### config.mk
export PLATFORM = sky130hd
export DESIGN_NAME = odt_console_bridge
export DESIGN_NICKNAME = d
export VERILOG_FILES = /design/src/rtl/odt_console_bridge.sv
export SDC_FILE = /design/constraint.sdc
export NUM_CORES = 1
export LEC_CHECK = 0
export ABC_AREA = 1
export CORE_AREA = 2 2 146 176
export DETAILED_ROUTE_END_ITERATION = 16
export DIE_AREA = 0 0 148 178
export GPL_TIMING_DRIVEN = 0
export HOLD_SLACK_MARGIN = 0.05
export PLACE_DENSITY = 0.8
export SLEW_MARGIN = 20
export SYNTH_ARGS = -nofsm -noshare
export SYNTH_HDL_FRONTEND = slang
export SYNTH_SLANG_ARGS = --single-unit
### constraint.sdc
create_clock -name clk -period 2.2 [get_ports clk]
set_input_delay 0.44 -clock clk [delete_from_list [all_inputs] [get_ports clk]]
set_output_delay 0.44 -clock clk [all_outputs]
set_load 0.02 [all_outputs]
### src/rtl/odt_console_bridge.sv
// odt_console_bridge: DLART console RBUF/XBUF <-> 8-bit Apple II host strobe port.
// TX FIFO buffers CPU XBUF writes until the host takes them with an rrdy/rstb
// handshake; RX FIFO buffers host bytes delivered with a wrdy/wstb handshake
// until the CPU reads RBUF. rrdy/wrdy are asynchronous and are synchronised
// before any use.
module odt_console_bridge #(
  parameter int TX_DEPTH    = 16,
  parameter int RX_DEPTH    = 16,
  parameter int SYNC_STAGES = 2
) (
  input  logic       clk,
  input  logic       rst_n,
  input  logic       bus_init,
  input  logic       xbuf_wr,
  input  logic [7:0] xbuf_data,
  input  logic       rbuf_rd,
  output logic [7:0] rbuf_data,
  output logic       rcsr_done,
  output logic       xcsr_ready,
  output logic       tx_overflow,
  input  logic       rrdy,
  output logic       rstb,
  output logic [7:0] ad_out,
  output logic       ad_oe,
  input  logic       wrdy,
  output logic       wstb,
  input  logic [7:0] ad_in
);

  localparam int TAW = $clog2(TX_DEPTH);
  localparam int RAW = $clog2(RX_DEPTH);

  localparam logic [TAW-1:0] TPTR_ONE  = TAW'(1);
  localparam logic [TAW:0]   TCNT_ONE  = (TAW+1)'(1);
  localparam logic [TAW:0]   TCNT_FULL = (TAW+1)'(TX_DEPTH);
  localparam logic [RAW-1:0] RPTR_ONE  = RAW'(1);
  localparam logic [RAW:0]   RCNT_ONE  = (RAW+1)'(1);
  localparam logic [RAW:0]   RCNT_FULL = (RAW+1)'(RX_DEPTH);

  typedef enum logic { T_IDLE = 1'b0, T_STB = 1'b1 } tx_state_e;
  typedef enum logic { R_IDLE = 1'b0, R_STB = 1'b1 } rx_state_e;

  // ---------------------------------------------------------------------------
  // Host handshake synchronisers
  // ---------------------------------------------------------------------------
  logic [SYNC_STAGES-1:0] rrdy_sync_q, wrdy_sync_q;
  logic                   rrdy_s, wrdy_s;

  // shift the async ready lines through the synchroniser chains
  always_ff @(posedge clk or negedge rst_n) begin
    if (!rst_n) begin
      rrdy_sync_q <= '0;
      wrdy_sync_q <= '0;
    end else begin
      rrdy_sync_q <= {rrdy_sync_q[SYNC_STAGES-2:0], rrdy};
      wrdy_sync_q <= {wrdy_sync_q[SYNC_STAGES-2:0], wrdy};
    end
  end

  assign rrdy_s = rrdy_sync_q[SYNC_STAGES-1];
  assign wrdy_s = wrdy_sync_q[SYNC_STAGES-1];

  // ---------------------------------------------------------------------------
  // TX FIFO (CPU -> host)
  // ---------------------------------------------------------------------------
  logic [7:0]     tx_mem_q [TX_DEPTH];
  logic [TAW-1:0] tx_wptr_q, tx_rptr_q;
  logic [TAW:0]   tx_cnt_q;
  logic           tx_full, tx_empty, tx_push, tx_pop;
  logic           tx_overflow_q;
  tx_state_e      tx_state_q, tx_state_d;
  logic           tx_load;
  logic [7:0]     ad_out_q;

  assign tx_full  = (tx_cnt_q == TCNT_FULL);
  assign tx_empty = (tx_cnt_q == '0);
  // The host releasing rrdy while strobed retires the head byte.
  assign tx_pop   = (tx_state_q == T_STB) && !rrdy_s;
  // A same-clock pop frees the slot, so a write to a full FIFO still lands.
  assign tx_push  = xbuf_wr && (!tx_full || tx_pop);

  // TX storage: no reset needed, occupancy is tracked by the pointers
  always_ff @(posedge clk) begin
    if (tx_push && !bus_init) tx_mem_q[tx_wptr_q] <= xbuf_data;
  end

  // TX pointers, occupancy count and sticky overflow flag
  always_ff @(posedge clk or negedge rst_n) begin
    if (!rst_n) begin
      tx_wptr_q     <= '0;
      tx_rptr_q     <= '0;
      tx_cnt_q      <= '0;
      tx_overflow_q <= 1'b0;
    end else if (bus_init) begin
      tx_wptr_q     <= '0;
      tx_rptr_q     <= '0;
      tx_cnt_q      <= '0;
      tx_overflow_q <= 1'b0;
    end else begin
      if (tx_push) tx_wptr_q <= tx_wptr_q + TPTR_ONE;
      if (tx_pop)  tx_rptr_q <= tx_rptr_q + TPTR_ONE;
      case ({tx_push, tx_pop})
        2'b10:   tx_cnt_q <= tx_cnt_q + TCNT_ONE;
        2'b01:   tx_cnt_q <= tx_cnt_q - TCNT_ONE;
        default: tx_cnt_q <= tx_cnt_q;
      endcase
      if (xbuf_wr && !tx_push) tx_overflow_q <= 1'b1;
    end
  end

  // TX FSM state register
  always_ff @(posedge clk or negedge rst_n) begin
    if (!rst_n) tx_state_q <= T_IDLE;
    else        tx_state_q <= tx_state_d;
  end

  // TX FSM next state: strobe a byte out only on a fresh rrdy_s=1
  always_comb begin
    tx_state_d = tx_state_q;
    tx_load    = 1'b0;
    case (tx_state_q)
      T_IDLE: begin
        if (!tx_empty && rrdy_s) begin
          tx_state_d = T_STB;
          tx_load    = 1'b1;
        end
      end
      T_STB: begin
        if (!rrdy_s) tx_state_d = T_IDLE;
      end
      default: tx_state_d = T_IDLE;
    endcase
    if (bus_init) begin
      tx_state_d = T_IDLE;
      tx_load    = 1'b0;
    end
  end

  // ad_out latches the head byte as the strobe is raised and holds through it
  always_ff @(posedge clk or negedge rst_n) begin
    if (!rst_n)        ad_out_q <= '0;
    else if (bus_init) ad_out_q <= '0;
    else if (tx_load)  ad_out_q <= tx_mem_q[tx_rptr_q];
  end

  assign rstb        = (tx_state_q == T_STB);
  assign ad_oe       = rstb;
  assign ad_out      = ad_out_q;
  assign xcsr_ready  = !tx_full;
  assign tx_overflow = tx_overflow_q;

  // ---------------------------------------------------------------------------
  // RX FIFO (host -> CPU)
  // ---------------------------------------------------------------------------
  logic [7:0]     rx_mem_q [RX_DEPTH];
  logic [RAW-1:0] rx_wptr_q, rx_rptr_q, rx_rptr_nx;
  logic [RAW:0]   rx_cnt_q;
  logic           rx_full, rx_empty, rx_push, rx_pop;
  rx_state_e      rx_state_q, rx_state_d;
  logic [7:0]     rbuf_data_q, rbuf_data_d;

  assign rx_full    = (rx_cnt_q == RCNT_FULL);
  assign rx_empty   = (rx_cnt_q == '0);
  assign rx_rptr_nx = rx_rptr_q + RPTR_ONE;
  // R_STB is only entered with a free slot and only R_STB pushes, so this
  // push can never meet a full FIFO.
  assign rx_push    = (rx_state_q == R_STB) && !wrdy_s;
  assign rx_pop     = rbuf_rd && !rx_empty;

  // RX storage: ad_in captured on the clock the host drops wrdy_s
  always_ff @(posedge clk) begin
    if (rx_push && !bus_init) rx_mem_q[rx_wptr_q] <= ad_in;
  end

  // RX pointers and occupancy count
  always_ff @(posedge clk or negedge rst_n) begin
    if (!rst_n) begin
      rx_wptr_q <= '0;
      rx_rptr_q <= '0;
      rx_cnt_q  <= '0;
    end else if (bus_init) begin
      rx_wptr_q <= '0;
      rx_rptr_q <= '0;
      rx_cnt_q  <= '0;
    end else begin
      if (rx_push) rx_wptr_q <= rx_wptr_q + RPTR_ONE;
      if (rx_pop)  rx_rptr_q <= rx_rptr_nx;
      case ({rx_push, rx_pop})
        2'b10:   rx_cnt_q <= rx_cnt_q + RCNT_ONE;
        2'b01:   rx_cnt_q <= rx_cnt_q - RCNT_ONE;
        default: rx_cnt_q <= rx_cnt_q;
      endcase
    end
  end

  // RBUF head register: track the byte that will be at the head next clock.
  // A push into an empty (or emptying) FIFO becomes the head directly;
  // otherwise a pop exposes the next stored byte. Reads of an empty FIFO hold.
  always_comb begin
    rbuf_data_d = rbuf_data_q;
    if (rx_push && (rx_empty || (rx_cnt_q == RCNT_ONE && rx_pop)))
      rbuf_data_d = ad_in;
    else if (rx_pop && rx_cnt_q > RCNT_ONE)
      rbuf_data_d = rx_mem_q[rx_rptr_nx];
  end

  // RBUF head register update
  always_ff @(posedge clk or negedge rst_n) begin
    if (!rst_n)        rbuf_data_q <= '0;
    else if (!bus_init) rbuf_data_q <= rbuf_data_d;
  end

  // RX FSM state register
  always_ff @(posedge clk or negedge rst_n) begin
    if (!rst_n) rx_state_q <= R_IDLE;
    else        rx_state_q <= rx_state_d;
  end

  // RX FSM next state: ack the host only when a slot is free (back-pressure)
  always_comb begin
    rx_state_d = rx_state_q;
    case (rx_state_q)
      R_IDLE:  if (wrdy_s && !rx_full) rx_state_d = R_STB;
      R_STB:   if (!wrdy_s) rx_state_d = R_IDLE;
      default: rx_state_d = R_IDLE;
    endcase
    if (bus_init) rx_state_d = R_IDLE;
  end

  assign wstb      = (rx_state_q == R_STB);
  assign rbuf_data = rbuf_data_q;
  assign rcsr_done = !rx_empty;

endmodule
==> results of run 1 <==
## synthesized netlist by cell type (all sizes together), types with 17 or more instances
library cell / n / area, um^2
clkbuf: 18 / 68.81
buf: 41 / 231.5
ha: 17 / 212.7
nand2: 332 / 1274
edfxtp: 256 / 7687
nand3: 165 / 838.3
inv: 134 / 503.0
o21ai: 56 / 280.3
o211ai: 27 / 202.7
nor2: 117 / 472.9
dfrtp: 49 / 1226
nor3: 18 / 90.09
## worst max-delay path, delay by kind of cell (launching register included)
| family | cells | cell delay [ns] |
|---|---|---|
| flops | 1 | 0.43 |
| simple gates | 5 | 0.90 |
| buf+inv | 3 | 0.54 |
## flip-flops by register name, summed over array words and instances (netlist names)
register / cells
tx_overflow: 1
wrdy_sync_q: 2
rx_cnt_q: 5
tx_wptr_q: 4
tx_cnt_q: 5
rx_rptr_q: 4
rx_wptr_q: 4
rx_mem_q: 128
tx_rptr_q: 4
rbuf_data: 8
ad_oe: 1
tx_mem_q: 128
ad_out: 8
wstb: 1
rrdy_sync_q: 2
## report_power, final
group          switching (W)  total (W)  leakage [nW]  internal [W]
clock                0.00205    0.00503         0.469       0.00298
sequential          0.000136    0.00661          2.95       0.00647
combinational        0.00278    0.00413          2.87       0.00134
total                0.00497     0.0158          6.29        0.0108
## layer usage
layer	GRT usage	up-vias	wire (um)
met5	0	-	0
met4	0.1587	0	2151
met3	0.03146	131	2325
met2	0.4547	503	17130
met1	0.2993	4548	11950
li1	-	4432	-
## through the flow
step | utilization | hold slack [ns] | total power, W
2_1_floorplan | - | 0.1444 | 0.009336
3_3_place_gp | 0.5778 | 0.3346 | 0.01064
3_5_place_dp | 0.5811 | 0.3355 | 0.01072
4_1_cts | 0.6326 | 0.2657 | 0.01575
5_1_grt | 0.6340 | 0.2822 | 0.01645
6_report | 0.6340 | 0.2863 | 0.01576
## final cells by class
cell class,count,area [um^2]
clock inverters,14,171.4
repair buffers,58,641.9
well taps,325,406.6
inverters,136,510.5
plain buffers,58,306.5
fillers,1832,9001
clock buffers,38,789.5
flip-flops and latches,305,8914
multi-input cells,768,3852
## path summary, 6_finish.rpt
path | start | end | slack (ns) | depth (start not counted)
max reg2reg | ad_oe | tx_mem_q[6][0] | 0.04 | 8
max in group asynchronous | rst_n | tx_cnt_q[1] | 1.24 | 2
min reg2reg | wrdy_sync_q[0] | wrdy_sync_q[1] | 0.35 | 0
min in group asynchronous | rst_n | rbuf_data[0] | 0.48 | 2
max | ad_oe | tx_mem_q[6][0] | 0.04 | 8
min | bus_init | tx_overflow | 0.29 | 2
## what timing repair did
item | in CTS | in global routing
hold buffers | 1 | 0
pin swaps | 7 | 2
buffers inserted | 12 | 0
gates resized for setup | 24 | 13
endpoints found under the setup margin | 129 | 110
gates cloned | 0 | 0
endpoints found under the hold margin | 49 | 0
## logic make-up after synthesis
kind of cell	after synthesis	share of synthesized area
flops	305	0.6665
buf+inv	195	0.06063
xor+xnor	11	0.008889
fa+ha+maj	18	0.01740
simple gates	639	0.2034
compound gates	100	0.04313
==> out/results.txt, run 1 <==
Initial antenna violation count: 0
CTS tree: done
Largest net degree at the start of global routing: 50
Gr ovfl total: 0
Pwr/cell area: 1011 nW/um^2
Crit end category: register
Crit-path max FO: 10
Vias in the first global route: 9,292
Routed Wire Length: 33,560 um
Clk_skew: 0.02329 ns
Final hold viol count: 0
Leakage: 6.291 nW
WL per Instance: 19.72 um
I/O pins: 45
Register area share after synthesis: 0.6665
Mean Syn Cell Area: 10.55 um^2
Root Driver: clkbuf_16
Peak VDD IR: 0.7577 mV
Number of H-tree levels: 1
Distinct cells, synth: 36
Worst-margin pin slew: 0.9142 ns
Worst Slack Setup Final: 0.03742 ns
Antenna Nets Post-Route: 0
Post-synthesis register bit count: 305
Number of synthesized flops with an enable pin: 256
Fin cells: 1,702
Max Freq: 462.4 MHz
Fraction of final layout cells sized beyond drive strength 1: 0.1017
Post-synth ARST share: 0.1607
Req. time, crit path: 2.46 ns
Top FF cell, synth: edfxtp_1
Initial Util: 0.5438
Gr usage total: 0.2571
Cell area after placement: 14,290 um^2
Pre-antenna DRT Iters: 6
Rel. slew slack: 0.3887
Outcome: complete, no violations
Crit start category: register
Residual DRC: 0
CP Cell Sequence: inv_1 > nor2_4 > nor2_2 > nor2_4 > nand2_8 > buf_6 > nor3_4 > buf_6
RePlAce Congestion: 0.9554
CTS max path bufs: 3
Reg clk slew, reported paths: 0.07 ns
Slowest library cell on the worst path: dfrtp_1
Latest clock arrival within the worst-skew pair: 0.55 ns
CP arrival: 2.42 ns
CP Class: reg -> reg
Placed wire-length estimate: 21,900 um
Cells after DPL: 1,638
Final slew viol count: 0
Netlist area before placement: 13,370 um^2
Core Area: 24,590 um^2
Net count, final: 1,396
Post-Syn Instances: 1,268
Initial drt markers: 987
Number of diodes: 0
Port Buffers: 43
RSZ-0062 raised after global routing: false
Setup TNS: 0 ns
Core Rows: 63
Die Footprint: 26,340 um^2
Die height: 178 um
Layout area overhead: 16.60%
# clock sinks: 305
Place WS: -0.9083 ns
Die X: 148 um
Max incr delay on CP: 0.43 ns
Final instance area: 15,590 um^2
Part of the cycle the worst path needs: 0.9830
Mapped Nets: 1,309
Hold Path Class: in -> reg
Most frequent cells in the layout: nand2_1 (325), edfxtp_1 (256), nand3_1 (164)
Tmin final: 2.163 ns
Commonest non-fill, non-tap cell in the layout: nand2_1
First-pass GRT wire length: 51,070 um
Final setup fails: 0
Vias after detailed routing: 9,614
Synth Warn #: 0
Via/cell ratio: 5.649
Max-cap violation count: 0
CTS Buf Count: 28
(Power assumes the default switching activity.)
==> run 2: changes to the inputs <==
Settings changed: SKIP_LAST_GASP set to 1, SLEW_MARGIN 20 to unset.
==> run 2 against run 1 <==
  * Non-clock buffer count is 2 lower
  * Combinational power is 1% higher
  * Wire length is 0.87% higher
  * Utilization is 0.54 points higher
  * Sequential share of layout area is 0.49 points lower
  * Largest power group unchanged
  * First-iteration DRC count is 1.1% lower
  * Critical endpoint is now tx_mem_q[0][4]
  * Critical path type unchanged
  * Via count is 0.20% lower
  * Setup slack worse by 0.015 ns
  * Clock-buffer cell count stayed put
  * Sequential cell count stayed put
  * Hold slack better by 0.00087 ns
  * Clock skew is 0.0046 ns lower
==> out/results.txt, run 2 (synthesized netlist as in run 1, its figures left out) <==
Outcome: complete, no violations
Max Freq: 459.3 MHz
Max-cap violation count: 0
Die X: 148 um
Root Driver: clkbuf_16
Largest net degree at the start of global routing: 35
WHS Path Cells: 2
Final setup fails: 0
Hold EP: tx_overflow
Initial drt markers: 976
Crit-path max FO: 10
Pre-antenna DRT Iters: 8
Die height: 178 um
Worst Hold Slack: 0.2871 ns
Net count, final: 1,395
Fin cells: 1,701
Number of diodes: 0
CP most frequent cell: nor2_4
Latest clock arrival within the worst-skew pair: 0.55 ns
Core Area: 24,590 um^2
Vias in the first global route: 9,313
Commonest non-fill, non-tap cell in the layout: nand2_1
Worst reg2reg path depth: 8
Number of H-tree levels: 1
CP arrival: 2.43 ns
Setup TNS: 0 ns
Worst path top cell family by delay: simple AND/OR/NAND/NOR gates
Pwr/cell area: 1037 nW/um^2
CP Cell Sequence: inv_1 > nor2_4 > nor2_1 > nor2_4 > nand2_8 > buf_8 > nor3_4 > buf_12
Core Rows: 63
Reg-to-reg endpoint: tx_mem_q[0][4]
Max incr delay on CP: 0.44 ns
Initial Util: 0.5438
Peak VDD IR: 0.6873 mV
Final slew viol count: 0
Hold Path Class: in -> reg
Part of the cycle the worst path needs: 0.9896
Fraction of final layout cells sized beyond drive strength 1: 0.1010
Placed wire-length estimate: 21,810 um
Crit start category: register
Initial antenna violation count: 0
Most frequent cells in the layout: nand2_1 (325), edfxtp_1 (256), nand3_1 (164)
Via/cell ratio: 5.641
Crit end category: register
I/O pins: 45
Cells after DPL: 1,637
Layout area overhead: 17.60%
Gr ovfl total: 0
Port Buffers: 43
# clock sinks: 305
Slowest library cell on the worst path: dfrtp_1
Reg-to-reg slack, setup: 0.02 ns
Critical path buffers and inverters: 3
Vias after detailed routing: 9,595
First-pass GRT wire length: 51,440 um
Final hold viol count: 0
RePlAce Congestion: 0.9554
Residual DRC: 0
WL per Instance: 19.90 um
CTS tree: done
Routed Wire Length: 33,850 um
Reg2reg start: ad_oe
Tmin final: 2.177 ns
Gr usage total: 0.2589
Largest regs: rx_mem_q (128), tx_mem_q (128)
CP Class: reg -> reg
Reg clk slew, reported paths: 0.06 ns
CTS Buf Count: 29
Worst-margin pin slew: 0.8590 ns
Clk_skew: 0.01867 ns
Final Core Density: 0.6394
Die Footprint: 26,340 um^2
Req. time, crit path: 2.45 ns
Antenna Nets Post-Route: 0
CTS max path bufs: 3
Rel. slew slack: 0.4255
Leakage: 6.335 nW
Filler instances: 1,834
Hold Startpoint: bus_init
==> run 2: final cells by class <==
type                       instances  area (um^2)  share of cell area
buffer                            58        307.8             0.01957
clock buffer                      38        809.5             0.05148
clock inverter                    15        256.5             0.01631
inverter                         136        510.5             0.03246
multi-input combinational        768         3860              0.2454
sequential                       305         8914              0.5668
tap                              325        406.6             0.02586
timing repair buffer              56        661.9             0.04209
==> run 2: repair_timing <==
| item | 4_1_cts | 5_1_grt |
|---|---|---|
| pin swaps | 10 | 2 |
| buffers inserted | 10 | 1 |
| resized for setup | 39 | 5 |
| endpoints found under the setup margin | 130 | 105 |
| hold buffers | 1 | 0 |
| endpoints found under the hold margin | 15 | 0 |
==> run 2: worst max path at each step <==
| stage | cells past startpoint | slack, ns | startpoint | end |
|---|---|---|---|---|
| finish | 8 | 0.02 | ad_oe | tx_mem_q[0][4] |
| global route | 8 | -0.006 | ad_oe | tx_mem_q[0][4] |
| CTS | 4 | 0.0008 | rx_cnt_q[1] | rcsr_done |
| detailed placement | 6 | -1.03 | xbuf_wr | tx_mem_q[5][3] |
| global placement | 6 | -1.10 | xbuf_wr | tx_mem_q[7][4] |
| floorplan | 7 | -0.04 | ad_oe | tx_mem_q[14][0] |
==> run 2: report_power, final <==
part           internal [W]  switching (W)  total, W
logic               0.00136        0.00281   0.00418
registers           0.00647       0.000142   0.00662
clock network       0.00340        0.00211   0.00551
total                0.0112        0.00506    0.0163
==> run 2: stage by stage <==
stage	cell area (um^2)	total power, W	setup slack (ns)
6_report	15730	0.01631	0.02291
3_5_place_dp	14230	0.01072	-1.031
3_3_place_gp	14210	0.01064	-1.102
2_1_floorplan	13370	0.009336	-0.04325
5_1_grt	15730	0.01695	-0.005729
4_1_cts	15710	0.01625	0.0008038
==> run 2: per-layer routing <==
metal / GRT usage / routed length, um / vias to the layer above
met4: 0.1429 / 1998 / 0
met5: 0 / 0 / -
li1: - / - / 4428
met3: 0.03504 / 2248 / 137
met1: 0.2984 / 12180 / 4534
met2: 0.4666 / 17430 / 496
==> run 3: changes to the inputs <==
Settings changed: ABC_AREA 1 to unset, CORE_AREA 2 2 146 176 to 2 2 141 170, DIE_AREA 0 0 148 178 to 0 0 143 172.
==> run 3 against run 2 <==
  * The run now ends with setup timing left
  * Maximum frequency shrank 5.3%
  * Synthesized cell count shrank 43%
  * Clock power shrank 20%
  * Sequential share of layout area grew 3.7 points
  * Clock-buffer cell count shrank 2
  * Combinational power shrank 36%
  * Utilization grew 0.35 points
  * Die area shrank 6.6%
  * Highest routed layer unchanged
==> out/results.txt, run 3 <==
Outcome: finished, violations left
Failing checks: setup timing
Die Footprint: 24,600 um^2
CP Class: reg -> reg
Placed wire-length estimate: 16,190 um
Netlist area before placement: 12,470 um^2
Gr usage total: 0.2115
Reg2reg start: tx_wptr_q[2]
Worst-margin pin slew: 0.8525 ns
Crit-path max FO: 9
Final Core Density: 0.6429
CTS max path bufs: 3
CTS Buf Count: 29
Hold Path Class: in -> reg
Worst Hold Slack: 0.3255 ns
Pwr/cell area: 924.6 nW/um^2
Net count, final: 851
Post-synth top area share: 0.6165
Routed Wire Length: 25,370 um
Synth Warn #: 0
Port Buffers: 44
Final hold viol count: 0
Sequential cell area: 8916 um^2
CP arrival: 2.47 ns
Top FF cell, synth: edfxtp_1
Core Area: 22,970 um^2
Latest clock arrival within the worst-skew pair: 0.55 ns
Pre-antenna DRT Iters: 5
Tmin final: 2.298 ns
Hold Startpoint: wrdy
Initial drt markers: 544
RSZ-0062 raised after global routing: true
Max incr delay on CP: 0.71 ns
Cells after DPL: 1,078
Gr ovfl total: 0
Post-synth ARST share: 0.1607
Register area share after synthesis: 0.7148
Crit start category: register
Max Freq: 435.1 MHz
Setup TNS: -1.401 ns
Fin cells: 1,146
Worst Slack Setup Final: -0.09833 ns
Distinct cells, synth: 43
Root Driver: clkbuf_16
# clock sinks: 305
Reg clk slew, reported paths: 0.06 ns
Fraction of final layout cells sized beyond drive strength 1: 0.2503
Filler instances: 1,506
Rel. slew slack: 0.4317
Place WS: -1.178 ns
Area of the multi-input gates: 3615 um^2
Die X: 143 um
Final slew viol count: 0
Die height: 172 um
Max-cap violation count: 0
Slowest library cell on the worst path: nor2_1
Post-synthesis register bit count: 305
Number of synthesized flops with an enable pin: 256
RePlAce Congestion: 0.8656
Antenna Nets Post-Route: 0
CP Launch Point: tx_wptr_q[2]
Commonest non-fill, non-tap cell in the layout: edfxtp_1
Synth top area cells: edfxtp_1 (62%), mux4_2 (13%), dfrtp_1 (9.8%)
Top post-synthesis cells by count: edfxtp_1 (256), mux4_2 (72), nor2_1 (63)
Mapped Nets: 759
Req. time, crit path: 2.37 ns
Largest net degree at the start of global routing: 34
Number of diodes: 0
Via/cell ratio: 5.791
Vias after detailed routing: 6,637
Part of the cycle the worst path needs: 1.045
Largest area contributor in the netlist: edfxtp_1
First-pass GRT wire length: 38,570 um
Initial Util: 0.5428
Largest regs: rx_mem_q (128), tx_mem_q (128)
Leakage: 4.893 nW
Clk_skew: 0.02891 ns
Final setup fails: 25
Number of H-tree levels: 1
Peak VDD IR: 0.7413 mV
Most frequent cell after synthesis: edfxtp_1
I/O pins: 45
CTS tree: done
CP Cell Sequence: buf_1 > nand2b_1 > nor2_1
Residual DRC: 0
Layout area overhead: 18.45%
Most frequent cells in the layout: edfxtp_1 (256), mux4_2 (72), dfrtp_1 (47)
Crit end category: register
Mean Syn Cell Area: 17.37 um^2
Initial antenna violation count: 0
WL per Instance: 22.14 um
Core Rows: 61
Post-Syn Instances: 718
Vias in the first global route: 6,617
[run 3: changes by cell type after synthesis, moves of 21 or more]
cell / delta
nand2_1: -278
nand3_1: -161
inv_1: -95
mux4_2: +72
nor2_1: -48
o21ai_0: -38
o211ai_1: -27
buf_2: -22
nor2b_1: +21
[run 3: what timing repair did]
action / in CTS / in global routing
hold buffers: 1 / 0
endpoints found under the hold margin: 16 / 0
endpoints found under the setup margin: 252 / 268
buffers inserted: 11 / 7
gates resized for setup: 78 / 53
pin swaps: 5 / 3
gates cloned: 0 / 0
[run 3: power by group]
part	total (W)	leakage (nW)	switching, W	internal, W
Sequential	0.00658	2.95	0.000128	0.00645
Clock	0.00440	0.404	0.00199	0.00241
Combinational	0.00268	1.54	0.00136	0.00132
[run 3: per-stage QoR]
step	area (um^2)	power, W
6_report	14770	0.01366
4_1_cts	14520	0.01362
3_3_place_gp	13310	0.009011
3_5_place_dp	13320	0.009055
2_1_floorplan	12470	0.008282
5_1_grt	14770	0.01414
[run 3: cell families (layout without fill, tap and decap cells)]
family,Yosys count,in the layout,synth area share
compound gates,57,57,0.02930
xor+xnor,22,22,0.01545
fa+ha+maj,18,18,0.01866
buf+inv,69,182,0.02418
flops,305,305,0.7148
mux,73,73,0.1308
simple gates,174,174,0.06673
[run 3: per-layer routing]
| metal | vias to the layer above | share of wire | track usage |
|---|---|---|---|
| li1 | 2946 | - | - |
| met1 | 3368 | 0.39 | 0.2719 |
| met2 | 267 | 0.52 | 0.3661 |
| met3 | 56 | 0.051 | 0.02548 |
| met4 | 0 | 0.037 | 0.09126 |
| met5 | - | 0 | 0 |
[run 3: layout make-up]
class / count / area share
repair buffers: 64 / 0.04295
clock inverters: 16 / 0.004998
inverters: 36 / 0.009149
flip-flops and latches: 305 / 0.6036
multi-input cells: 344 / 0.2447
plain buffers: 30 / 0.01694
well taps: 315 / 0.02668
clock buffers: 36 / 0.05091
[run 3: worst max-delay path: cells and delay by family (launching register included)]
| kind | cells | cell delay, ns |
|---|---|---|
| buffers and inverters | 1 | 0.53 |
| flip-flops | 1 | 0.31 |
| AND/OR/NAND/NOR | 2 | 1.08 |
[run 3: path summary, 6_finish.rpt]
kind                                  end  slack (ns)  depth (start not counted)
setup / recovery           tx_mem_q[4][6]        -0.1                          3
max in group asynchronous           ad_oe        1.29                          3
min in group asynchronous     rx_cnt_q[2]        0.36                          2
setup reg to reg           tx_mem_q[4][6]        -0.1                          3
hold / removal             wrdy_sync_q[0]        0.33                          1
hold reg to reg            wrdy_sync_q[1]        0.35                          0
